$ cat config.mk
export PLATFORM = sky130hd
export DESIGN_NAME = cu_decode_stage_flat
export DESIGN_NICKNAME = d
export VERILOG_FILES = /design/src/rtl/cu_pkg.sv /design/src/rtl/cu_decode_stage_if.sv /design/src/rtl/cu_decode_comb.sv /design/src/rtl/cu_decode_stage.sv /design/src/flat_wrapper.sv
export SDC_FILE = /design/constraint.sdc
export NUM_CORES = 1
export LEC_CHECK = 0
export ABC_AREA = 1
export CAP_MARGIN = 25
export CORE_MARGIN = 3
export CORE_UTILIZATION = 56
export CTS_BUF_LIST = sky130_fd_sc_hd__clkbuf_8
export DETAILED_ROUTE_END_ITERATION = 12
export MAX_ROUTING_LAYER = met4
export PLACE_DENSITY = 0.83
export SLEW_MARGIN = 20
export SYNTH_ARGS = -nofsm -noshare
export SYNTH_HDL_FRONTEND = slang
export SYNTH_HIERARCHICAL = 1
export SYNTH_SLANG_ARGS = --single-unit
$ cat constraint.sdc
create_clock -name clk -period 4 [get_ports clk]
set_input_delay 0.4 -clock clk [delete_from_list [all_inputs] [get_ports clk]]
set_output_delay 0.4 -clock clk [all_outputs]
set_load 0.05 [all_outputs]
$ cat src/rtl/cu_pkg.sv
// Shared decode definitions: RV32I opcodes, ALU operation codes and the decoded bundle.
package cu_pkg;

  localparam logic [6:0] OP     = 7'b0110011;
  localparam logic [6:0] OP_IMM = 7'b0010011;
  localparam logic [6:0] LOAD   = 7'b0000011;
  localparam logic [6:0] STORE  = 7'b0100011;
  localparam logic [6:0] BRANCH = 7'b1100011;
  localparam logic [6:0] JAL    = 7'b1101111;
  localparam logic [6:0] JALR   = 7'b1100111;
  localparam logic [6:0] LUI    = 7'b0110111;
  localparam logic [6:0] AUIPC  = 7'b0010111;
  localparam logic [6:0] FENCE  = 7'b0001111;
  localparam logic [6:0] SYSTEM = 7'b1110011;

  typedef enum logic [4:0] {
    AluAdd    = 5'd0,
    AluSub    = 5'd1,
    AluSll    = 5'd2,
    AluSlt    = 5'd3,
    AluSltu   = 5'd4,
    AluXor    = 5'd5,
    AluSrl    = 5'd6,
    AluSra    = 5'd7,
    AluOr     = 5'd8,
    AluAnd    = 5'd9,
    AluPassB  = 5'd10,
    AluMul    = 5'd16,
    AluMulh   = 5'd17,
    AluMulhsu = 5'd18,
    AluMulhu  = 5'd19,
    AluDiv    = 5'd20,
    AluDivu   = 5'd21,
    AluRem    = 5'd22,
    AluRemu   = 5'd23
  } alu_op_e;

  // pc/imm are carried at 64 bits; the stage truncates to XLEN (values are pre-sign-extended).
  typedef struct packed {
    logic [63:0] pc;
    logic [63:0] imm;
    logic [4:0]  rd;
    logic [4:0]  rs1;
    logic [4:0]  rs2;
    alu_op_e     alu;
    logic        alu_src_imm;
    logic        reg_write;
    logic        mem_read;
    logic        mem_write;
    logic [2:0]  mem_size;
    logic        mem_to_reg;
    logic        branch;
    logic [2:0]  branch_funct3;
    logic        jump;
    logic        jalr;
    logic        lui;
    logic        auipc;
    logic        illegal;
  } decode_bundle_t;

  // Base integer ops by funct3; alt selects SUB/SRA.
  function automatic alu_op_e alu_base(logic [2:0] f3, logic alt);
    alu_op_e op;
    case (f3)
      3'b000:  op = alt ? AluSub : AluAdd;
      3'b001:  op = AluSll;
      3'b010:  op = AluSlt;
      3'b011:  op = AluSltu;
      3'b100:  op = AluXor;
      3'b101:  op = alt ? AluSra : AluSrl;
      3'b110:  op = AluOr;
      default: op = AluAnd;
    endcase
    return op;
  endfunction

  function automatic alu_op_e alu_mul(logic [2:0] f3);
    alu_op_e op;
    case (f3)
      3'b000:  op = AluMul;
      3'b001:  op = AluMulh;
      3'b010:  op = AluMulhsu;
      3'b011:  op = AluMulhu;
      3'b100:  op = AluDiv;
      3'b101:  op = AluDivu;
      3'b110:  op = AluRem;
      default: op = AluRemu;
    endcase
    return op;
  endfunction

endpackage

$ cat src/rtl/cu_decode_stage_if.sv
// Fetch-side and execute-side handshake plus decoded outputs of the decode stage.
interface cu_decode_stage_if #(
  parameter int unsigned XLEN       = 32,
  parameter int unsigned ALU_CTRL_W = 6,
  parameter int unsigned CNT_W      = 16
) ();
  logic                  in_valid;
  logic                  in_ready;
  logic [31:0]           in_instr;
  logic [XLEN-1:0]       in_pc;
  logic                  flush;
  logic                  out_valid;
  logic                  out_ready;
  logic [XLEN-1:0]       out_pc;
  logic [4:0]            out_rd;
  logic [4:0]            out_rs1;
  logic [4:0]            out_rs2;
  logic [XLEN-1:0]       out_imm;
  logic [ALU_CTRL_W-1:0] alu_control;
  logic                  alu_src_imm;
  logic                  reg_write;
  logic                  mem_read;
  logic                  mem_write;
  logic [2:0]            mem_size;
  logic                  mem_to_reg;
  logic                  branch;
  logic [2:0]            branch_funct3;
  logic                  jump;
  logic                  jalr;
  logic                  lui_control;
  logic                  auipc_control;
  logic                  illegal;
  logic [CNT_W-1:0]      illegal_count;

  // Fetch/downstream side.
  modport master (
    output in_valid, in_instr, in_pc, flush, out_ready,
    input  in_ready, out_valid, out_pc, out_rd, out_rs1, out_rs2, out_imm, alu_control,
           alu_src_imm, reg_write, mem_read, mem_write, mem_size, mem_to_reg, branch,
           branch_funct3, jump, jalr, lui_control, auipc_control, illegal, illegal_count
  );

  // Decode stage side.
  modport slave (
    input  in_valid, in_instr, in_pc, flush, out_ready,
    output in_ready, out_valid, out_pc, out_rd, out_rs1, out_rs2, out_imm, alu_control,
           alu_src_imm, reg_write, mem_read, mem_write, mem_size, mem_to_reg, branch,
           branch_funct3, jump, jalr, lui_control, auipc_control, illegal, illegal_count
  );
endinterface

$ cat src/rtl/cu_decode_comb.sv
// Purely combinational RV32I (+ optional M) decoder: instruction word to decode bundle.
module cu_decode_comb
  import cu_pkg::*;
#(
  parameter int unsigned XLEN      = 32,
  parameter int unsigned SUPPORT_M = 0
) (
  input  logic [31:0]     i_instr,
  input  logic [XLEN-1:0] i_pc,
  output decode_bundle_t  o_bundle
);

  logic [6:0]     w_opcode, w_f7, w_shift_top;
  logic [2:0]     w_f3;
  logic [5:0]     w_shamt;
  logic [63:0]    w_imm_i, w_imm_s, w_imm_b, w_imm_u, w_imm_j;
  logic           w_ill;
  decode_bundle_t w_dec;

  assign w_opcode = i_instr[6:0];
  assign w_f3     = i_instr[14:12];
  assign w_f7     = i_instr[31:25];
  // RV64 shifts take a 6-bit shamt, so only instr[31:26] are function bits there.
  assign w_shift_top = (XLEN == 64) ? {i_instr[31:26], 1'b0} : i_instr[31:25];
  assign w_shamt     = (XLEN == 64) ? i_instr[25:20] : {1'b0, i_instr[24:20]};

  assign w_imm_i = {{52{i_instr[31]}}, i_instr[31:20]};
  assign w_imm_s = {{52{i_instr[31]}}, i_instr[31:25], i_instr[11:7]};
  assign w_imm_b = {{51{i_instr[31]}}, i_instr[31], i_instr[7], i_instr[30:25],
                    i_instr[11:8], 1'b0};
  assign w_imm_u = {{32{i_instr[31]}}, i_instr[31:12], 12'b0};
  assign w_imm_j = {{43{i_instr[31]}}, i_instr[31], i_instr[19:12], i_instr[20],
                    i_instr[30:21], 1'b0};

  // Per-opcode field decode; unused register indices stay 0.
  always_comb begin
    w_dec = '0;
    w_ill = 1'b0;
    case (w_opcode)
      OP: begin
        w_dec.rd        = i_instr[11:7];
        w_dec.rs1       = i_instr[19:15];
        w_dec.rs2       = i_instr[24:20];
        w_dec.reg_write = 1'b1;
        if (w_f7 == 7'b0000000) begin
          w_dec.alu = alu_base(w_f3, 1'b0);
        end else if (w_f7 == 7'b0100000 && (w_f3 == 3'b000 || w_f3 == 3'b101)) begin
          w_dec.alu = alu_base(w_f3, 1'b1);
        end else if (w_f7 == 7'b0000001 && SUPPORT_M != 0) begin
          w_dec.alu = alu_mul(w_f3);
        end else begin
          w_ill = 1'b1;
        end
      end
      OP_IMM: begin
        w_dec.rd          = i_instr[11:7];
        w_dec.rs1         = i_instr[19:15];
        w_dec.imm         = w_imm_i;
        w_dec.alu_src_imm = 1'b1;
        w_dec.reg_write   = 1'b1;
        w_dec.alu         = alu_base(w_f3, 1'b0);
        if (w_f3 == 3'b001) begin
          w_dec.imm = 64'(w_shamt);
          if (w_shift_top != 7'b0000000) w_ill = 1'b1;
        end else if (w_f3 == 3'b101) begin
          w_dec.imm = 64'(w_shamt);
          if (w_shift_top == 7'b0100000) w_dec.alu = AluSra;
          else if (w_shift_top != 7'b0000000) w_ill = 1'b1;
        end
      end
      LOAD: begin
        w_dec.rd          = i_instr[11:7];
        w_dec.rs1         = i_instr[19:15];
        w_dec.imm         = w_imm_i;
        w_dec.alu_src_imm = 1'b1;
        w_dec.reg_write   = 1'b1;
        w_dec.mem_read    = 1'b1;
        w_dec.mem_to_reg  = 1'b1;
        w_dec.mem_size    = w_f3;
        if (w_f3 == 3'b011 || w_f3[2:1] == 2'b11) w_ill = 1'b1;
      end
      STORE: begin
        w_dec.rs1         = i_instr[19:15];
        w_dec.rs2         = i_instr[24:20];
        w_dec.imm         = w_imm_s;
        w_dec.alu_src_imm = 1'b1;
        w_dec.mem_write   = 1'b1;
        w_dec.mem_size    = w_f3;
        if (w_f3 >= 3'b011) w_ill = 1'b1;
      end
      BRANCH: begin
        w_dec.rs1           = i_instr[19:15];
        w_dec.rs2           = i_instr[24:20];
        w_dec.imm           = w_imm_b;
        w_dec.alu           = AluSub;
        w_dec.branch        = 1'b1;
        w_dec.branch_funct3 = w_f3;
        if (w_f3[2:1] == 2'b01) w_ill = 1'b1;
      end
      JAL: begin
        w_dec.rd        = i_instr[11:7];
        w_dec.imm       = w_imm_j;
        w_dec.reg_write = 1'b1;
        w_dec.jump      = 1'b1;
      end
      JALR: begin
        w_dec.rd          = i_instr[11:7];
        w_dec.rs1         = i_instr[19:15];
        w_dec.imm         = w_imm_i;
        w_dec.alu_src_imm = 1'b1;
        w_dec.reg_write   = 1'b1;
        w_dec.jalr        = 1'b1;
        if (w_f3 != 3'b000) w_ill = 1'b1;
      end
      LUI: begin
        w_dec.rd          = i_instr[11:7];
        w_dec.imm         = w_imm_u;
        w_dec.alu         = AluPassB;
        w_dec.alu_src_imm = 1'b1;
        w_dec.reg_write   = 1'b1;
        w_dec.lui         = 1'b1;
      end
      AUIPC: begin
        w_dec.rd          = i_instr[11:7];
        w_dec.imm         = w_imm_u;
        w_dec.alu_src_imm = 1'b1;
        w_dec.reg_write   = 1'b1;
        w_dec.auipc       = 1'b1;
      end
      FENCE:   ;  // NOP: no controls
      SYSTEM:  w_ill = 1'b1;  // no CSR support
      default: w_ill = 1'b1;
    endcase
  end

  // Illegal bundles carry only pc and the flag; writes to x0 are suppressed.
  always_comb begin
    o_bundle    = w_dec;
    o_bundle.pc = 64'(i_pc);
    if (w_ill) begin
      o_bundle         = '0;
      o_bundle.pc      = 64'(i_pc);
      o_bundle.illegal = 1'b1;
    end
    o_bundle.reg_write = o_bundle.reg_write && (o_bundle.rd != 5'd0);
  end

endmodule

$ cat src/rtl/cu_decode_stage.sv
// Registered decode stage: combinational decode into an output register with a one-entry skid.
module cu_decode_stage
  import cu_pkg::*;
#(
  parameter int unsigned XLEN       = 32,
  parameter int unsigned ALU_CTRL_W = 6,
  parameter int unsigned SUPPORT_M  = 0,
  parameter int unsigned CNT_W      = 16
) (
  input logic            clk,
  input logic            reset,
  cu_decode_stage_if.slave bus
);

  decode_bundle_t   w_dec, r_out, r_skid;
  logic             r_out_valid, r_skid_valid;
  logic [CNT_W-1:0] r_cnt;
  logic             w_in_ready, w_in_fire, w_out_fire;
  logic             w_unused;

  cu_decode_comb #(
    .XLEN      (XLEN),
    .SUPPORT_M (SUPPORT_M)
  ) u_dec (
    .i_instr  (bus.in_instr),
    .i_pc     (bus.in_pc),
    .o_bundle (w_dec)
  );

  // Ready depends only on held state and flush, never on out_ready.
  assign w_in_ready = !reset && !r_skid_valid && !bus.flush;
  assign w_in_fire  = bus.in_valid && w_in_ready;
  assign w_out_fire = r_out_valid && bus.out_ready;

  // Output register and skid buffer; flush drops everything held and incoming.
  always_ff @(posedge clk or posedge reset) begin
    if (reset) begin
      r_out        <= '0;
      r_out_valid  <= 1'b0;
      r_skid       <= '0;
      r_skid_valid <= 1'b0;
    end else if (bus.flush) begin
      r_out_valid  <= 1'b0;
      r_skid_valid <= 1'b0;
    end else if (!r_out_valid || w_out_fire) begin
      if (r_skid_valid) begin
        r_out        <= r_skid;
        r_out_valid  <= 1'b1;
        r_skid_valid <= 1'b0;
      end else if (w_in_fire) begin
        r_out       <= w_dec;
        r_out_valid <= 1'b1;
      end else begin
        r_out_valid <= 1'b0;
      end
    end else if (w_in_fire) begin
      r_skid       <= w_dec;
      r_skid_valid <= 1'b1;
    end
  end

  // Saturating count of accepted (never flushed) illegal instructions.
  always_ff @(posedge clk or posedge reset) begin
    if (reset) begin
      r_cnt <= '0;
    end else if (w_in_fire && w_dec.illegal && (r_cnt != {CNT_W{1'b1}})) begin
      r_cnt <= r_cnt + CNT_W'(1);
    end
  end

  assign bus.in_ready      = w_in_ready;
  assign bus.out_valid     = r_out_valid;
  assign bus.out_pc        = r_out.pc[XLEN-1:0];
  assign bus.out_imm       = r_out.imm[XLEN-1:0];
  assign bus.out_rd        = r_out.rd;
  assign bus.out_rs1       = r_out.rs1;
  assign bus.out_rs2       = r_out.rs2;
  assign bus.alu_control   = ALU_CTRL_W'(r_out.alu);
  assign bus.alu_src_imm   = r_out.alu_src_imm;
  assign bus.reg_write     = r_out.reg_write;
  assign bus.mem_read      = r_out.mem_read;
  assign bus.mem_write     = r_out.mem_write;
  assign bus.mem_size      = r_out.mem_size;
  assign bus.mem_to_reg    = r_out.mem_to_reg;
  assign bus.branch        = r_out.branch;
  assign bus.branch_funct3 = r_out.branch_funct3;
  assign bus.jump          = r_out.jump;
  assign bus.jalr          = r_out.jalr;
  assign bus.lui_control   = r_out.lui;
  assign bus.auipc_control = r_out.auipc;
  assign bus.illegal       = r_out.illegal;
  assign bus.illegal_count = r_cnt;

  // Upper pc/imm bits above XLEN are intentionally dropped.
  assign w_unused = ^{r_out.imm, r_out.pc};

endmodule

$ cat src/flat_wrapper.sv
// flat-port wrapper written by rule: the top's interface ports become plain ports
module cu_decode_stage_flat import cu_pkg::*;
#(
  parameter int unsigned XLEN       = 32,
  parameter int unsigned ALU_CTRL_W = 6,
  parameter int unsigned SUPPORT_M  = 0,
  parameter int unsigned CNT_W      = 16
)
  (clk, reset, bus_in_valid, bus_in_instr, bus_in_pc, bus_flush, bus_out_ready, bus_in_ready, bus_out_valid, bus_out_pc, bus_out_rd, bus_out_rs1, bus_out_rs2, bus_out_imm, bus_alu_control, bus_alu_src_imm, bus_reg_write, bus_mem_read, bus_mem_write, bus_mem_size, bus_mem_to_reg, bus_branch, bus_branch_funct3, bus_jump, bus_jalr, bus_lui_control, bus_auipc_control, bus_illegal, bus_illegal_count);
  cu_decode_stage_if #(.XLEN(XLEN), .ALU_CTRL_W(ALU_CTRL_W), .CNT_W(CNT_W)) bus_i ();
  input logic clk;
  input logic reset;
  input wire logic [$bits(bus_i.in_valid)-1:0] bus_in_valid;
  input wire logic [$bits(bus_i.in_instr)-1:0] bus_in_instr;
  input wire logic [$bits(bus_i.in_pc)-1:0] bus_in_pc;
  input wire logic [$bits(bus_i.flush)-1:0] bus_flush;
  input wire logic [$bits(bus_i.out_ready)-1:0] bus_out_ready;
  output wire logic [$bits(bus_i.in_ready)-1:0] bus_in_ready;
  output wire logic [$bits(bus_i.out_valid)-1:0] bus_out_valid;
  output wire logic [$bits(bus_i.out_pc)-1:0] bus_out_pc;
  output wire logic [$bits(bus_i.out_rd)-1:0] bus_out_rd;
  output wire logic [$bits(bus_i.out_rs1)-1:0] bus_out_rs1;
  output wire logic [$bits(bus_i.out_rs2)-1:0] bus_out_rs2;
  output wire logic [$bits(bus_i.out_imm)-1:0] bus_out_imm;
  output wire logic [$bits(bus_i.alu_control)-1:0] bus_alu_control;
  output wire logic [$bits(bus_i.alu_src_imm)-1:0] bus_alu_src_imm;
  output wire logic [$bits(bus_i.reg_write)-1:0] bus_reg_write;
  output wire logic [$bits(bus_i.mem_read)-1:0] bus_mem_read;
  output wire logic [$bits(bus_i.mem_write)-1:0] bus_mem_write;
  output wire logic [$bits(bus_i.mem_size)-1:0] bus_mem_size;
  output wire logic [$bits(bus_i.mem_to_reg)-1:0] bus_mem_to_reg;
  output wire logic [$bits(bus_i.branch)-1:0] bus_branch;
  output wire logic [$bits(bus_i.branch_funct3)-1:0] bus_branch_funct3;
  output wire logic [$bits(bus_i.jump)-1:0] bus_jump;
  output wire logic [$bits(bus_i.jalr)-1:0] bus_jalr;
  output wire logic [$bits(bus_i.lui_control)-1:0] bus_lui_control;
  output wire logic [$bits(bus_i.auipc_control)-1:0] bus_auipc_control;
  output wire logic [$bits(bus_i.illegal)-1:0] bus_illegal;
  output wire logic [$bits(bus_i.illegal_count)-1:0] bus_illegal_count;
  assign bus_i.in_valid = bus_in_valid;
  assign bus_i.in_instr = bus_in_instr;
  assign bus_i.in_pc = bus_in_pc;
  assign bus_i.flush = bus_flush;
  assign bus_i.out_ready = bus_out_ready;
  assign bus_in_ready = bus_i.in_ready;
  assign bus_out_valid = bus_i.out_valid;
  assign bus_out_pc = bus_i.out_pc;
  assign bus_out_rd = bus_i.out_rd;
  assign bus_out_rs1 = bus_i.out_rs1;
  assign bus_out_rs2 = bus_i.out_rs2;
  assign bus_out_imm = bus_i.out_imm;
  assign bus_alu_control = bus_i.alu_control;
  assign bus_alu_src_imm = bus_i.alu_src_imm;
  assign bus_reg_write = bus_i.reg_write;
  assign bus_mem_read = bus_i.mem_read;
  assign bus_mem_write = bus_i.mem_write;
  assign bus_mem_size = bus_i.mem_size;
  assign bus_mem_to_reg = bus_i.mem_to_reg;
  assign bus_branch = bus_i.branch;
  assign bus_branch_funct3 = bus_i.branch_funct3;
  assign bus_jump = bus_i.jump;
  assign bus_jalr = bus_i.jalr;
  assign bus_lui_control = bus_i.lui_control;
  assign bus_auipc_control = bus_i.auipc_control;
  assign bus_illegal = bus_i.illegal;
  assign bus_illegal_count = bus_i.illegal_count;
  cu_decode_stage #(.XLEN(XLEN), .ALU_CTRL_W(ALU_CTRL_W), .SUPPORT_M(SUPPORT_M), .CNT_W(CNT_W)) u_core (.clk(clk), .reset(reset), .bus(bus_i));
endmodule
== After elaboration in Yosys (flattened, before gate mapping) ==
Index checks and enable logic that the tools add are counted.
W data, S select, Z words.
Word-level totals
  memory bits (read-only): 0
  word-level logic and storage cells: 143
  bits in latches: 0
  bits in writable memories: 0
  bits of input ports: 69
  output and inout bits: 120
  memories kept: 0
  bits in registers: 252
Cells by class
  magnitude comparators: 1
  $mul: 0
  div/mod/pow operators: 0
  equality and inequality tests: 20
  add/subtract/negate cells: 1
  bitwise gates (word level): 2
  reductions and logical operators: 33
  shift operators: 0
  multiplexer cells: 45
Operators by type and width (number)
  $pmux W64 S6: 1
  $mux W133: 2
  $mux W64: 2
  $mux W101: 1
  $pmux W4 S7: 2
  $mux W5: 6
  $eq A7 B6 Y1 const B: 4
  $mux W1: 25
  $eq A7 B7 Y1 const B: 3
  $pmux W5 S4: 1
  $add A16 B1 Y16 const B: 1
  $ne A16 B16 Y1 const B: 1
  $eq A7 B5 Y1 const B: 2
  $mux W4: 3
  $reduce_or A6 Y1: 2
  $eq A3 B3 Y1 const B: 3
  $logic_and A1 B1 Y1: 8
  $eq A7 B2 Y1 const B: 1
  $eq A7 B4 Y1 const B: 1
  $logic_not A7 Y1: 1
  $pmux W1 S7: 1
  $reduce_bool A7 Y1: 1
  $reduce_or A7 Y1: 1
  $eq A3 B2 Y1 const B: 2
  16 further kinds: 27

== Logic depth before layout (Yosys ltp) ==
  word-level depth: 11
  gate-level depth with buffers: 17

== Modules after synthesis ==
Netlist, hierarchy kept.
By module, submodules not included
  cu_decode_stage: seq. area each 5505.3 µm², cells each 1093, instances 1, area each 10057.1 µm²
  cu_decode_comb: seq. area each 0.0 µm², cells each 355, instances 1, area each 1989.4 µm²

== Worst setup path after synthesis ==
No wires, ideal clock.
  kind: in2reg
  from: input port reset
  to: register u_core.r_out, in the netlist u_core/bus.alu_control[4]
  setup slack: -164 ps
  arrival: 4034 ps
  path buffers: 2
  setup time: 130 ps
  stages on the path: 8
  cells stage by stage: inv_2 nand4_4 nand2_2 nand3_4 buf_6 buf_6 nand2_1 o21ai_0
On the way
  cells in the longest elaborated chain, start to end: 6
Ends and longest elaborated chain
  from (decl): RTL line flat_wrapper.sv:12  | input logic reset;
  $logic_not A1 Y1: RTL line cu_decode_stage.sv:31  | assign w_in_ready = !reset && !r_skid_valid && !bus.flush;
  $logic_and A1 B1 Y1 (2 in a row): RTL line cu_decode_stage.sv:31
  $logic_and A1 B1 Y1: RTL line cu_decode_stage.sv:32  | assign w_in_fire = bus.in_valid && w_in_ready;
  $reduce_bool A2 Y1 (no line)
  $reduce_and A3 Y1 (no line)
  to (signal assigned): RTL line cu_decode_stage.sv:47  | r_out <= r_skid;
  to (signal assigned): RTL line cu_decode_stage.sv:51  | r_out <= w_dec;
  to (decl): RTL line cu_decode_stage.sv:15  | decode_bundle_t w_dec, r_out, r_skid;
No other way between the ends.
A chain may end at the register's enable or synchronous reset.

== Final worst setup path ==
  from: register u_core.r_skid_valid
  to: output port bus_in_ready
On the way
  cells in the longest elaborated chain, start to end: 3
Ends and longest elaborated chain
  from (decl): RTL line cu_decode_stage.sv:16  | logic r_out_valid, r_skid_valid;
  from (signal assigned): RTL line cu_decode_stage.sv:41  | r_skid_valid <= 1'b0;
  from (signal assigned): RTL line cu_decode_stage.sv:44  | r_skid_valid <= 1'b0;
  from (signal assigned): RTL line cu_decode_stage.sv:49  | r_skid_valid <= 1'b0;
  $logic_not A1 Y1: RTL line cu_decode_stage.sv:31
  $logic_and A1 B1 Y1 (2 in a row): RTL line cu_decode_stage.sv:31
  to (decl): RTL line flat_wrapper.sv:18  | output wire logic [$bits(bus_i.in_ready)-1:0] bus_in_ready;
No other way between the ends.

==> results_dict.tcl <==
set metrics [dict create \
    r2r_slack_ns 1.55 \
    cts_root_buffer "clkbuf_8" \
    yosys_warnings 6 \
    period_needed_ns 2.87 \
    synthToLayoutAreaGrowth_pct 20.9 \
    crit_path_end_kind "output port" \
    worst_hold_slack_ns 0.391 \
    final_nets 1584 \
    rsz0062_at_grt "false" \
    hold_viol 0 \
    start_util_pct 58.3 \
    timing.rr.end "u_core/r_skid[116]" \
    postCtsHoldBufs 0 \
    vias 9593 \
    grt_pass1_vias 9236 \
    die_h_um 150 \
    io_buffers 187 \
    clockBufferDepth 3 \
    max_slew_margin_pct 42.0 \
    path_cells "nor3_4 > clkdlybuf4s50_1" \
    grt_usage_pct 25.8 \
    drv_slew 0 \
    p_total_uw 5990 \
    antenna_found_initial 0 \
    cts.repair.resized 0 \
    numCtsBuffers 40 \
    p_per_area_nw_per_um2 428 \
    crit_path_start_kind "flop" \
    placementRows 51 \
    largest_reg_flops 101 \
    cts_tree "yes" \
    ant_nets 0 \
    slowest_stage "clkdlybuf4s50_1" \
    regMostFlops "u_core/r_skid" \
    ios 189 \
    clk_latency_ns 0.55 \
    peakVddDrop_v 0.000421 \
    p_leak_uw 0.00624 \
    startpoint "u_core/r_skid_valid" \
    place_congestion 0.956 \
    synth_area_um2 11600 \
    grt-ovfl-total 0 \
    cpPeakStageDelay_ns 0.84 \
    rr_startpoint "u_core/r_skid_valid" \
    clock_skew_ns 0.0250 \
    cap_violations 0 \
    cts_setup_buffers 0 \
    worst_slew_pin_slew_ns 0.870 \
    diodes 0 \
    grt_pass1_wl_um 45900 \
    die-area_um2 22400 \
    fin_tns_setup_ns 0 \
    dp_worst_setup_slack_ns 0.747 \
    fin_crit_sh_pct 71.7 \
    syn_inst 1384 \
    max_freq_ghz 0.349 \
    core_area_um2 19800 \
    drtPass1Iterations 5 \
    status "completed" \
    hold_class "in2async" \
    synth_area_per_cell_um2 8.36 \
    cts.clk_slew.worst_paths_ns 0.06 \
    die_x_um 150 \
    finalSetupViolations 0 \
    grt_max_degree 153 \
    drc 0 \
    crit_family "buffers and inverters" \
    syn_nets 1454 \
    cts.sinks 220 \
    finish.utilization_pct 70.5 \
    critPathArrivalTime_ns 2.47 \
    h-tree-depth 2 \
    wire_per_inst_um 15.6 \
    worstPathMaxFanout 72 \
    drive_gt1_share_pct 13.1 \
    drt-total-wl_um 28200 \
    drt_iter0_drc 818 \
    cp_num_buf_inv 1 \
    setup_ws_ns 1.13 \
    vias_per_cell 5.30 \
    cp.required_ns 3.60 \
    r2r_cells 6 \
    dp_hpwl_um 18600 \
    crit_type "reg2out" \
]
[layout make-up]
class | instances | area (um2)
Fill cell | 1559 | 5860
Multi-Input combinational cell | 943 | 4800
Tap cell | 265 | 332
Timing Repair Buffer | 200 | 2020
Clock inverter | 19 | 143
Inverter | 109 | 419
Sequential cell | 220 | 5510
Clock buffer | 55 | 757
[where the power goes]
group | internal [uW] | switching, uW
Sequential | 2430 | 109
Combinational | 382 | 751
Clock | 1360 | 952
Total | 4180 | 1810
[per-stage QoR]
step	std cells	area (um2)
2_1_floorplan	1384	11600
3_3_place_gp	1737	13100
3_5_place_dp	1737	13100
4_1_cts	1811	14000
5_1_grt	1811	14000
6_report	1811	14000
[metal layers]
metal / GRT usage (%) / wire (um) / vias up
met3: 5.33 / 2000 / 50
met1: 36.1 / 12800 / 4541
met4: 8.05 / 664 / 0
met2: 38.1 / 12700 / 337
li1: - / - / 4665
met5: - / 0 / -
[worst max path at each step]
stage                                       end  slack, ns  depth (start not counted)
finish                             bus_in_ready       1.13                          2
global route        u_core/bus.illegal_count[8]       1.02                         12
CTS                                bus_in_ready       1.10                          2
detailed placement  u_core/bus.illegal_count[8]       0.75                         12
global placement    u_core/bus.illegal_count[8]       0.86                         12
floorplan             u_core/bus.alu_control[4]       0.95                          8
[cell usage in the layout (no fill, tap or decap), types with 26 or more instances in the layout]
cell type / count
nor2_2: 26
nor2_1: 77
inv_1: 110
o21ai_1: 26
o21ai_0: 173
clkdlybuf4s50_1: 187
clkbuf_8: 55
mux2i_1: 49
dfrtp_1: 219
nand2_1: 428
o21ai_2: 72
No activity file was read; power rests on OpenSTA's default activity.
